**config.mk**
```make
export PLATFORM = sky130hd
export DESIGN_NAME = bus_decoder
export DESIGN_NICKNAME = d
export VERILOG_FILES = /design/src/rtl/tiny_soc_bus_pkg.sv /design/src/rtl/bus_decoder.sv
export SDC_FILE = /design/constraint.sdc
export NUM_CORES = 1
export LEC_CHECK = 0
export CAP_MARGIN = 20
export CORE_MARGIN = 3
export CORE_UTILIZATION = 41
export CTS_CLUSTER_SIZE = 40
export DETAILED_ROUTE_END_ITERATION = 12
export GPL_TIMING_DRIVEN = 0
export HOLD_SLACK_MARGIN = 0.02
export PLACE_DENSITY_LB_ADDON = 0.2
export SLEW_MARGIN = 5
export SYNTH_ARGS = -nofsm -noshare
export SYNTH_HDL_FRONTEND = slang
export SYNTH_SLANG_ARGS = --single-unit
```
**constraint.sdc**
```tcl
create_clock -name clk_i -period 6.5 [get_ports clk_i]
set_input_delay 0.975 -clock clk_i [delete_from_list [all_inputs] [get_ports clk_i]]
set_output_delay 0.975 -clock clk_i [all_outputs]
set_load 0.02 [all_outputs]
```
**src/rtl/tiny_soc_bus_pkg.sv**
```systemverilog
// Shared types and constants for the tiny SoC bus decoder.
// Holds the FSM state encoding, slave count, address-nibble map and default timeout.
package tiny_soc_bus_pkg;

  localparam int unsigned N_SLAVES        = 4;
  localparam int unsigned DEFAULT_TIMEOUT = 15;

  localparam logic [3:0] SLV0_NIBBLE = 4'h0;
  localparam logic [3:0] SLV1_NIBBLE = 4'h1;
  localparam logic [3:0] SLV2_NIBBLE = 4'h2;
  localparam logic [3:0] SLV3_NIBBLE = 4'h3;

  typedef enum logic [1:0] {
    ST_IDLE   = 2'd0,
    ST_ACCESS = 2'd1,
    ST_RESP   = 2'd2
  } state_e;

  // Top address nibble maps to a slave only for the four low nibble values.
  function automatic logic nibble_hit(input logic [3:0] nib);
    return (nib == SLV0_NIBBLE) || (nib == SLV1_NIBBLE) ||
           (nib == SLV2_NIBBLE) || (nib == SLV3_NIBBLE);
  endfunction

  function automatic logic [N_SLAVES-1:0] idx_to_sel(input logic [1:0] idx);
    return N_SLAVES'(1) << idx;
  endfunction

endpackage

```
**src/rtl/bus_decoder.sv**
```systemverilog
// Single-master to four-slave address decoder with a per-access timeout.
// One outstanding request; response strobe, data and error are registered.
module bus_decoder
  import tiny_soc_bus_pkg::*;
#(
  parameter int unsigned ADDR_WIDTH = 32,
  parameter int unsigned DATA_WIDTH = 32,
  parameter int unsigned TIMEOUT    = DEFAULT_TIMEOUT
) (
  input  logic                         clk_i,
  input  logic                         rst_i,
  input  logic                         m_valid_i,
  output logic                         m_ready_o,
  input  logic [ADDR_WIDTH-1:0]        m_addr_i,
  input  logic                         m_we_i,
  input  logic [DATA_WIDTH-1:0]        m_wdata_i,
  output logic                         m_resp_valid_o,
  output logic [DATA_WIDTH-1:0]        m_rdata_o,
  output logic                         m_err_o,
  output logic [N_SLAVES-1:0]          s_sel_o,
  output logic [ADDR_WIDTH-1:0]        s_addr_o,
  output logic                         s_we_o,
  output logic [DATA_WIDTH-1:0]        s_wdata_o,
  input  logic [N_SLAVES*DATA_WIDTH-1:0] s_rdata_i,
  input  logic [N_SLAVES-1:0]          s_ready_i
);

  localparam int unsigned CNT_W = 8;

  state_e                  state_q, state_d;
  logic [CNT_W-1:0]        cnt_q, cnt_d;
  logic [1:0]              idx_q, idx_d;
  logic                    ready_q, ready_d;
  logic                    resp_valid_q, resp_valid_d;
  logic [DATA_WIDTH-1:0]   rdata_q, rdata_d;
  logic                    err_q, err_d;
  logic [N_SLAVES-1:0]     sel_q, sel_d;
  logic [ADDR_WIDTH-1:0]   addr_q, addr_d;
  logic                    we_q, we_d;
  logic [DATA_WIDTH-1:0]   wdata_q, wdata_d;

  logic [3:0]              nib_c;
  logic                    hit_c;
  logic                    accept_c;
  logic                    sel_ready_c;
  logic                    timeout_c;
  logic [DATA_WIDTH-1:0]   slice_c;

  assign nib_c       = m_addr_i[ADDR_WIDTH-1 -: 4];
  assign hit_c       = nibble_hit(nib_c);
  assign accept_c    = m_valid_i && (state_q == ST_IDLE);
  assign sel_ready_c = s_ready_i[idx_q];
  assign timeout_c   = (cnt_q == CNT_W'(TIMEOUT - 1));
  assign slice_c     = s_rdata_i[32'(idx_q) * DATA_WIDTH +: DATA_WIDTH];

  // State register
  always_ff @(posedge clk_i or posedge rst_i) begin
    if (rst_i) state_q <= ST_IDLE;
    else       state_q <= state_d;
  end

  // Next-state logic; ready beats timeout when both occur together
  always_comb begin
    state_d = state_q;
    case (state_q)
      ST_IDLE:   if (accept_c) state_d = hit_c ? ST_ACCESS : ST_RESP;
      ST_ACCESS: if (sel_ready_c || timeout_c) state_d = ST_RESP;
      ST_RESP:   state_d = ST_IDLE;
      default:   state_d = ST_IDLE;
    endcase
  end

  // Output and datapath next values
  always_comb begin
    cnt_d        = cnt_q;
    idx_d        = idx_q;
    sel_d        = '0;
    addr_d       = addr_q;
    we_d         = we_q;
    wdata_d      = wdata_q;
    rdata_d      = rdata_q;
    err_d        = err_q;
    ready_d      = (state_d == ST_IDLE);
    resp_valid_d = (state_d == ST_RESP);
    case (state_q)
      ST_IDLE: begin
        if (accept_c) begin
          addr_d  = m_addr_i;
          we_d    = m_we_i;
          wdata_d = m_wdata_i;
          cnt_d   = '0;
          idx_d   = nib_c[1:0];
          if (hit_c) begin
            sel_d = idx_to_sel(nib_c[1:0]);
          end else begin
            rdata_d = '0;
            err_d   = 1'b1;
          end
        end
      end
      ST_ACCESS: begin
        sel_d = sel_q;
        cnt_d = cnt_q + CNT_W'(1);
        if (sel_ready_c) begin
          rdata_d = we_q ? '0 : slice_c;
          err_d   = 1'b0;
          sel_d   = '0;
        end else if (timeout_c) begin
          rdata_d = '0;
          err_d   = 1'b1;
          sel_d   = '0;
        end
      end
      default: ;
    endcase
  end

  // Output / datapath registers
  always_ff @(posedge clk_i or posedge rst_i) begin
    if (rst_i) begin
      cnt_q        <= '0;
      idx_q        <= '0;
      ready_q      <= 1'b1;
      resp_valid_q <= 1'b0;
      rdata_q      <= '0;
      err_q        <= 1'b0;
      sel_q        <= '0;
      addr_q       <= '0;
      we_q         <= 1'b0;
      wdata_q      <= '0;
    end else begin
      cnt_q        <= cnt_d;
      idx_q        <= idx_d;
      ready_q      <= ready_d;
      resp_valid_q <= resp_valid_d;
      rdata_q      <= rdata_d;
      err_q        <= err_d;
      sel_q        <= sel_d;
      addr_q       <= addr_d;
      we_q         <= we_d;
      wdata_q      <= wdata_d;
    end
  end

  assign m_ready_o      = ready_q;
  assign m_resp_valid_o = resp_valid_q;
  assign m_rdata_o      = rdata_q;
  assign m_err_o        = err_q;
  assign s_sel_o        = sel_q;
  assign s_addr_o       = addr_q;
  assign s_we_o         = we_q;
  assign s_wdata_o      = wdata_q;

endmodule

```
==> results of run 1 <==
==> critical path, cell delays in order <==
cell and delay [ps]:
clkdlybuf4s50_1 460, or3b_2 430, clkbuf_1 190, clkbuf_1 300, buf_1 310, nand2_1 160, nand2_1 70
==> registers in the layout (all words and copies together) (netlist names), 2 cells and up <==
signal	count
m_rdata_o	32
s_addr_o	31
cnt_q	8
s_sel_o	4
state_q	2
s_wdata_o	32
==> layer usage <==
layer / track usage [%] / part of all wire [%] / vias up
met1: 27.5 / 37 / 2355
li1: - / - / 2248
met2: 44.9 / 54 / 191
met4: 9.89 / 2.0 / 0
met3: 8.02 / 6.9 / 23
met5: 0 / 0 / -
==> cell type report <==
type,instances,area (sq um),area share [%]
diodes,2,5.00,0.0553
plain buffers,31,153,1.69
clock buffers,23,488,5.39
clock inverters,9,151,1.67
inverters,5,23.8,0.263
multi-input cells,316,2100,23.2
flip-flops and latches,114,2850,31.5
well taps,168,210,2.32
repair buffers,304,3060,33.8
==> kinds of logic (layout without fill, tap and decap cells) <==
family	count (synthesis)	in the layout	share of synthesized area (%)
and+or+nand+nor	228	228	17.4
DFF	114	114	55.6
AOI/OAI and AO/OA	52	52	8.39
buffers and inverters	36	372	3.34
muxes	34	34	14.7
adders and majority gates	2	2	0.488
other	0	2	0
==> worst paths after layout <==
kind                                      end  slack (ps)  cells after the start
max in group asynchronous           m_ready_o        4810                      3
worst max-delay path             s_wdata_o[9]        3880                      7
worst min register to register   s_addr_o[10]         470                      2
min in group asynchronous       m_rdata_o[17]         970                      2
worst min-delay path             s_addr_o[10]         470                      2
worst max register to register   m_rdata_o[7]        4400                      4
==> where the power goes <==
group	switching, mW	leakage [nW]	internal (mW)
clock	0.306	0.313	0.681
combinational	0.610	2.27	0.635
sequential	0.105	1.47	0.891
==> layout by cell type, fill, tap and decap left out, drive strengths merged, types with 3 or more instances in the layout <==
| master | count |
|---|---|
| clkdlybuf4s50 | 303 |
| nand2 | 203 |
| dfrtp | 113 |
| clkbuf | 41 |
| a22o | 34 |
| mux4 | 33 |
| buf | 14 |
| nor2 | 10 |
| o21ai | 10 |
| inv | 5 |
| bufinv | 4 |
| clkinv | 4 |
| nand3 | 3 |
| nand4 | 3 |
==> per-stage QoR <==
step	hold slack, ps	cells	total power, mW
floorplan	446	466	1.65
global placement	457	937	2.22
detailed placement	461	938	2.26
CTS	474	970	3.26
global route	494	972	3.39
finish	469	972	3.23
==> results.md, run 1 <==
- Status: complete, no violations
- Dpl hpwl: 13.4 mm
- Port buffer count: 303
- Die area: 13900 sq um
- Vias per cell: 4.96
- Syn Nets: 668
- EDFF count, synth: 0
- Pwr dens: 357 nW/um^2
- R2r startpoint: idx_q[0]
- RSZ-0062 raised after global routing: false
- H-tree depth: 4
- Final Instance Area: 9050 sq um
- Sequential area share after synthesis: 55.6%
- Flop and latch count out of synthesis: 114
- Clk sinks: 114
- Util after Layout: 74.7%
- Root buffer cell: clkbuf_16
- CTS tree: done
- Worst-skew pair later-pin latency: 400 ps
- Most used flip-flop cell after synthesis: dfrtp_1
- Mean post-synth cell area: 11.0 sq um
- Final period util: 40.4%
- Kind of end point of the critical path: flop
- Dpl cell area: 8400 sq um
- Fillers: 860
- Hold-fix buffers, CTS: 0
- Starting Density: 42.3%
- Startpoint Class: primary input
- Number of global-route vias before repair: 5292
- Post-Synthesis Cells: 466
- Final WL: 17.0 mm
- Initial antenna violation count: 2
- First-pass GRT wire length: 27.4 mm
- DR DRC count: 0
- Pre-CTS setup slack: 3470 ps
- Slew HR: 47.0%
- Gr ovfl total: 0
- Cts bufs inserted: 17
- Nets@finish: 991
- Most frequent cell after synthesis: nand2_1
- Worst Skew: 11.7 ps
- Max_cap viols: 0
- Min-delay src: s_addr_o[10]
- Vias post-DR: 4817
- Antenna-violating nets left: 0
- # Post-CTS Setup Buffers: 0
- VDD IR-drop max: 0.000160 V
- Most instantiated cells after synthesis: nand2_1 (203), dfrtp_1 (113), a22o_1 (34)
- Clock tree buffer depth: 2
- Largest area contributor in the netlist: dfrtp_1
- Peak Freq: 0.381 GHz
- Post-cts sizing count: 0
- # IOs: 304
- Clock slew at reported path FFs: 50 ps
- Starting DRT DRC Count: 222
- Layout cells sized above 1: 9.48%
- Hold Vio Cnt, Final: 0
- Final setup viols: 0
- All-Layer GR Usage: 25.0%
- TNS Setup: 0 ps
- Largest net degree at the start of global routing: 72
- Syn Std Cell Area: 5130 sq um
- Yosys top cell area share: 55.1%
- Final worst slack: 3880 ps
- Worst slew pin tran: 795 ps
- WS Path Type: in2reg
- Final Max Slew Viols: 0
- Core area: 12100 sq um
- Wire per inst: 17.5 microns
- DR pass1 iterations: 4
- Async SR Flop Fraction: 100%
- P&R area growth vs syn: 76.4%
- Critical Path AT: 2900 ps
- Hold WC Path Type: reg2reg
- CP required: 6780 ps
- P_leak: 4.05 nW
- Die height: 118 microns
- Crit path max fanout: 10
- Final RePlAce weighted congestion: 0.813
- Synth area leaders: dfrtp_1 (55%), nand2_1 (15%), mux4_2 (14%)
- Synth cell types: 31
- Synth warnings: 0
- Floorplan row count: 40
- Crit path launch: m_valid_i
- Die W: 118 microns
- Crit path time final: 2620 ps
No activity file was read; power rests on OpenSTA's default activity.
==> run 2: changes to the inputs <==
--- a/config.mk
+++ b/config.mk
@@ -7,7 +7,7 @@
 export LEC_CHECK = 0
 export CAP_MARGIN = 20
 export CORE_MARGIN = 3
-export CORE_UTILIZATION = 41
+export CORE_UTILIZATION = 34
 export CTS_CLUSTER_SIZE = 40
 export DETAILED_ROUTE_END_ITERATION = 12
 export GPL_TIMING_DRIVEN = 0
==> constraint.sdc (replaced) <==
create_clock -name clk_i -period 2.41 [get_ports clk_i]
set_input_delay 0.3615 -clock clk_i [delete_from_list [all_inputs] [get_ports clk_i]]
set_output_delay 0.3615 -clock clk_i [all_outputs]
set_load 0.02 [all_outputs]
==> run 2 against run 1 <==
Compared with the run above:
- via count fell by 1.1%
- power rose to 2.7 times the previous value
- combinational power grew to 2.7 times the previous value
- die area is 19% higher
- final cell count is 1.4% higher
- register-to-register slack got worse by 4100 ps
- clock skew rose by 3.1 ps
- utilization fell by 13 points
- worst hold slack improved by 5.0 ps
- highest routed layer unchanged
==> results.md, run 2 (synthesized netlist as in run 1, its figures left out) <==
- Status: complete, no violations
- Antenna-violating nets left: 0 (unchanged)
- All-Layer GR Usage: 20.0% (-5.1 points)
- Layout cells sized above 1: 9.48% (unchanged)
- Die W: 129 microns (+9.3%)
- Highest-count cells in the layout ignoring fill and taps: clkdlybuf4s50_1 (303), nand2_1 (203), dfrtp_1 (113)
- Dpl cell area: 8440 sq um (+0.37%)
- TNS Setup: 0 ps (unchanged)
- # IOs: 304 (unchanged)
- First-pass GRT wire length: 25.9 mm (-5.6%)
- Min-delay src: s_addr_o[13]
- Crit path max fanout: 10 (unchanged)
- Worst Skew: 14.8 ps (+3.10 ps)
- Cts bufs inserted: 17 (unchanged)
- Gr ovfl total: 0 (unchanged)
- Kind of end point of the critical path: flop
- VDD IR-drop max: 0.000547 V (+240%)
- Number of global-route vias before repair: 5057 (-4.4%)
- Critical Path AT: 2370 ps (-530 ps)
- P_leak: 4.04 nW (-0.21%)
- # Post-CTS Setup Buffers: 0 (unchanged)
- Starting Density: 35.0% (-7.3 points)
- Die height: 129 microns (+9.3%)
- WS Path Type: reg2reg
- Final Max Slew Viols: 0 (unchanged)
- WHS: 474 ps (+4.96 ps)
- Post-Layout Cell Count: 986 (+1.4%)
- CP required: 2690 ps (-4090 ps)
- Hold Vio Cnt, Final: 0 (unchanged)
- Hold WC Path Type: reg2reg
- CP max stage cell: clkbuf_1
- Cells after DPL: 955 (+1.8%)
- CP Cell Sequence: buf_4 > clkbuf_1 > mux4_2 > a22o_1
- R2r startpoint: idx_q[0]
- Floorplan row count: 44 (+10%)
- CTS tree: done
- Core area: 14600 sq um (+21%)
- RSZ-0062 raised after global routing: false
- Pwr dens: 954 nW/um^2 (+170%)
- Hold-fix buffers, CTS: 0 (unchanged)
- Wire per inst: 16.5 microns (-5.8%)
- Clock slew at reported path FFs: 50 ps (about the same)
- Final setup viols: 0 (unchanged)
- H-tree depth: 4 (unchanged)
- DR pass1 iterations: 4 (unchanged)
- Final WL: 16.2 mm (-4.5%)
- Worst-skew pair later-pin latency: 400 ps (about the same)
- Dpl hpwl: 12.9 mm (-3.6%)
- CP peak stage delay: 620 ps (+160 ps)
- Max_cap viols: 0 (unchanged)
- P&R area growth vs syn: 76.5% (about the same)
- DR DRC count: 0 (unchanged)
- Crit path time final: 2090 ps
- Nets@finish: 992 (+0.10%)
- Vias post-DR: 4765 (-1.1%)
- Startpoint Class: flop
- Clk sinks: 114 (unchanged)
- Post-cts sizing count: 0 (unchanged)
- Die area: 16600 sq um (+19%)
- Final Instance Area: 9050 sq um (about the same)
- Slew HR: 42.9% (-4.1 points)
- Final period util: 86.6%
- Most common cell after layout, fill and taps aside: clkdlybuf4s50_1
- Peak Freq: 0.479 GHz
- Largest net degree at the start of global routing: 42 (-42%)
- Port buffer count: 303 (unchanged)
- Initial antenna violation count: 0 (-2)
- Root buffer cell: clkbuf_16
- Worst slew pin tran: 854 ps (+59.3 ps)
- Starting DRT DRC Count: 122 (-45%)
- Vias per cell: 4.83 (-2.5%)
- Crit path launch: idx_q[0]
- Final RePlAce weighted congestion: 0.820 (+0.94%)
- Clock tree buffer depth: 2 (unchanged)
- Fillers: 1189 (+38%)
- ANT cells: 0 (-2)
==> run 2: cell types whose count changed in the layout (fill, tap and decap cells not counted), sizes merged <==
cell	previous run	this run
clkbuf	41	39
diode	2	0
buf	14	15
clkinvlp	1	2
==> run 2: stage by stage <==
stage / power, mW / setup WS [ps] / util (%)
floorplan: 4.44 / 375 / -
global placement: 6.02 / -420 / 57.3
detailed placement: 6.10 / -44.5 / 57.6
CTS: 8.76 / 267 / 61.8
global route: 9.13 / 147 / 61.8
finish: 8.64 / 323 / 61.8
==> run 2: power by group <==
| group | total [mW] | switching [mW] | internal [mW] |
|---|---|---|---|
| Clock | 2.61 | 0.836 | 1.77 |
| Combinational | 3.33 | 1.62 | 1.72 |
| Sequential | 2.69 | 0.290 | 2.40 |
| Total | 8.64 | 2.74 | 5.89 |
==> run 2: area by class of cell <==
class | instances | area, sq um | share of cell area (%)
multi-input cells | 316 | 2100 | 23.2
well taps | 184 | 230 | 2.54
plain buffers | 31 | 153 | 1.69
clock buffers | 21 | 460 | 5.09
flip-flops and latches | 114 | 2850 | 31.5
inverters | 5 | 22.5 | 0.249
repair buffers | 305 | 3070 | 33.9
clock inverters | 10 | 156 | 1.73
==> run 2: critical path: cells and delay by family, from the launching register on <==
| kind | cells | cell delay (ps) |
|---|---|---|
| multiplexers | 1 | 610 |
| buffers and inverters | 2 | 790 |
| AO/OA/AOI/OAI | 1 | 210 |
| flip-flops | 1 | 350 |
==> run 2: metal layers <==
metal	wire length, microns	track usage [%]
met2	8350	34.7
met3	1420	7.14
met5	0	0
met4	331	7.10
met1	6120	22.8
==> run 2: final timing paths <==
| check | end | slack, ps | cells after the start |
|---|---|---|---|
| setup / recovery | m_rdata_o[14] | 320 | 4 |
| max in group asynchronous | m_ready_o | 1200 | 3 |
| hold / removal | s_addr_o[13] | 470 | 2 |
| hold reg to reg | s_addr_o[13] | 470 | 2 |
| min in group asynchronous | s_addr_o[20] | 480 | 2 |
| setup reg to reg | m_rdata_o[14] | 320 | 4 |
==> run 3: changes to the inputs <==
--- a/config.mk
+++ b/config.mk
@@ -13,6 +13,7 @@
 export GPL_TIMING_DRIVEN = 0
 export HOLD_SLACK_MARGIN = 0.02
 export PLACE_DENSITY_LB_ADDON = 0.2
+export SETUP_SLACK_MARGIN = 0.4
 export SLEW_MARGIN = 5
 export SYNTH_ARGS = -nofsm -noshare
 export SYNTH_HDL_FRONTEND = slang
==> run 3 against run 2 <==
Compared with the run above:
- combinational power up 2%
- clock power down 7%
- global-route usage is 0.083 points higher
- maximum frequency increased by 8.8%
- final cell count up 0.71%
- worst setup slack improved by 170 ps
- power down 1.4%
- highest routed layer unchanged
==> results.md, run 3 (synthesized netlist as in run 1, its figures left out) <==
- Startpoint Class: flop
- CP peak stage delay: 530 ps (-90 ps)
- Cts bufs inserted: 17 (unchanged)
- Crit path buf inv count: 3 (+1)
- Crit path max fanout: 9 (-1)
- Clk sinks: 114 (unchanged)
- Share of total power in combinational logic: 39.9% (+1.3 points)
- Total power: 8.51 mW (-1.4%)
- Pwr dens: 936 nW/um^2 (-1.9%)
- VDD IR-drop max: 0.000509 V (-7.0%)
- Fillers: 1197 (+0.67%)
- Switching share of power: 32.5% (+0.68 points)
- Most common cell after layout, fill and taps aside: clkdlybuf4s50_1
- Root buffer cell: clkbuf_16
- Int Pwr: 5.75 mW (-2.4%)
- WHS: 471 ps (-3.03 ps)
- DR pass1 iterations: 4 (unchanged)
- Starting DRT DRC Count: 166 (+36%)
- DR DRC count: 0 (unchanged)
- TNS Setup: 0 ps (unchanged)
- Vias per cell: 4.79 (-0.85%)
- Final RePlAce weighted congestion: 0.845 (+3.0%)
- Core area: 14600 sq um (unchanged)
- CP required: 2750 ps (+60 ps)
- Worst slew pin tran: 826 ps (-28.3 ps)
- Hold WC Path Type: in2async
- Floorplan row count: 44 (unchanged)
- Starting Density: 35.0% (unchanged)
- Die W: 129 microns (unchanged)
- # IOs: 304 (unchanged)
- Initial antenna violation count: 0 (unchanged)
- All-Layer GR Usage: 20.1% (+0.083 points)
- Sequential power share: 31.7% (+0.5 points)
- Number of global-route vias before repair: 5030 (-0.53%)
- Final WL: 16.7 mm (+2.9%)
- RSZ-0062 raised after global routing: true
- R2R Setup Slk: 490 ps (+170 ps)
- Slew HR: 44.8% (+1.9 points)
- Nets@finish: 999 (+0.71%)
- Max_cap viols: 0 (unchanged)
- Top cell family by delay on the critical path: multiplexers
- Kind of end point of the critical path: flop
- Crit path time final: 1920 ps (-169 ps)
- ANT cells: 0 (unchanged)
- Highest-count cells in the layout ignoring fill and taps: clkdlybuf4s50_1 (303), nand2_1 (203), dfrtp_1 (113)
- Worst-skew pair later-pin latency: 410 ps (about the same)
- Gr ovfl total: 0 (unchanged)
- Clock Power Share: 28.4% (-1.8 points)
- Port buffer count: 303 (unchanged)
- Peak Freq: 0.521 GHz (+8.8%)
- Switching power: 2.76 mW (+0.66%)
- Hold-fix buffers, CTS: 0 (unchanged)
- Final Max Slew Viols: 0 (unchanged)
- Post-Layout Cell Count: 993 (+0.71%)
- Hold Vio Cnt, Final: 0 (unchanged)
- Wire per inst: 16.8 microns (+2.2%)
- Clock tree buffer depth: 2 (unchanged)
- Dpl hpwl: 13.1 mm (+1.1%)
- Final setup viols: 0 (unchanged)
- Die area: 16600 sq um (unchanged)
- Final period util: 79.6% (-7.0 points)
- Critical Path AT: 2260 ps (-110 ps)
- Layout cells sized above 1: 11.6% (+2.1 points)
- CTS tree: done
- Antenna-violating nets left: 0 (unchanged)
- CP max stage cell: mux4_2
- First-pass GRT wire length: 25.7 mm (-0.46%)
- Cells after DPL: 955 (unchanged)
- Clock slew at reported path FFs: 50 ps (about the same)
- Status: complete, no violations
- H-tree depth: 4 (unchanged)
- Largest net degree at the start of global routing: 42 (unchanged)
- P_leak: 4.08 nW (+1.1%)
- Vias post-DR: 4758 (-0.15%)
- P&R area growth vs syn: 77.3%
- Worst Skew: 7.67 ps (-7.10 ps)
- CP Cell Sequence: buf_6 > mux4_2 > a21o_4 > a21oi_4 > buf_12 > buf_2 > a22o_1
- Die height: 129 microns (unchanged)
- WS Path Type: reg2reg
[run 3: cell types whose count changed in the layout (fill, tap and decap cells not counted), sizes merged]
| cell | change |
|---|---|
| buf | +9 |
| bufinv | -2 |
| clkbuf | -2 |
| clkinv | +2 |
| clkinvlp | +1 |
| inv | -1 |
[run 3: path summary, 6_finish.rpt]
| check | startpoint | to | cells after the start |
|---|---|---|---|
| setup / recovery | s_addr_o[29] | m_rdata_o[19] | 7 |
| hold / removal | rst_i | s_addr_o[5] | 2 |
| setup reg to reg | s_addr_o[29] | m_rdata_o[19] | 7 |
| hold reg to reg | s_wdata_o[26] | s_wdata_o[26] | 2 |
| max in group asynchronous | rst_i | s_we_o | 3 |
| min in group clk_i | s_wdata_o[26] | s_wdata_o[26] | 2 |
[run 3: cell type report]
class / instances / area [sq um] / area share [%]
Timing Repair Buffer: 312 / 3130 / 34.5
Sequential cell: 114 / 2850 / 31.4
Multi-Input combinational cell: 316 / 2110 / 23.2
Clock buffer: 21 / 470 / 5.17
Tap cell: 184 / 230 / 2.53
Buffer: 31 / 164 / 1.80
Clock inverter: 10 / 109 / 1.20
Inverter: 5 / 22.5 / 0.248
[run 3: power by group through the flow]
stage / sequential [mW] / combinational (mW) / clock [mW]
3_3_place_gp: 2.69 / 3.32 / 0
4_1_cts: 2.70 / 3.39 / 2.48
6_report: 2.70 / 3.40 / 2.42
2_1_floorplan: 3.27 / 1.17 / 0
3_5_place_dp: 2.72 / 3.38 / 0
5_1_grt: 2.76 / 3.67 / 2.56
[run 3: metrics by stage]
| stage | setup WS (ps) | instance area (sq um) | utilization [%] |
|---|---|---|---|
| after floorplan | 404 | 5130 | - |
| after global placement | -414 | 8400 | 57.3 |
| after detailed placement | -92.8 | 8440 | 57.6 |
| after CTS | 403 | 9020 | 61.6 |
| after global routing | 349 | 9090 | 62.1 |
| final | 492 | 9090 | 62.1 |
[run 3: metal layers]
| metal | global-route usage [%] | part of all wire [%] | up-vias |
|---|---|---|---|
| met4 | 7.29 | 1.8 | 0 |
| li1 | - | - | 2262 |
| met5 | 0 | 0 | - |
| met3 | 7.64 | 9.8 | 23 |
| met1 | 22.1 | 36 | 2249 |
| met2 | 35.3 | 52 | 224 |
[run 3: what timing repair did]
| action | 4_1_cts | 5_1_grt |
|---|---|---|
| hold endpoints to repair | 0 | 0 |
| endpoints found under the setup margin | 30 | 60 |
| pin swaps | 0 | 1 |
| resized for setup | 3 | 14 |
| gates cloned | 0 | 2 |
| buffers inserted | 0 | 5 |
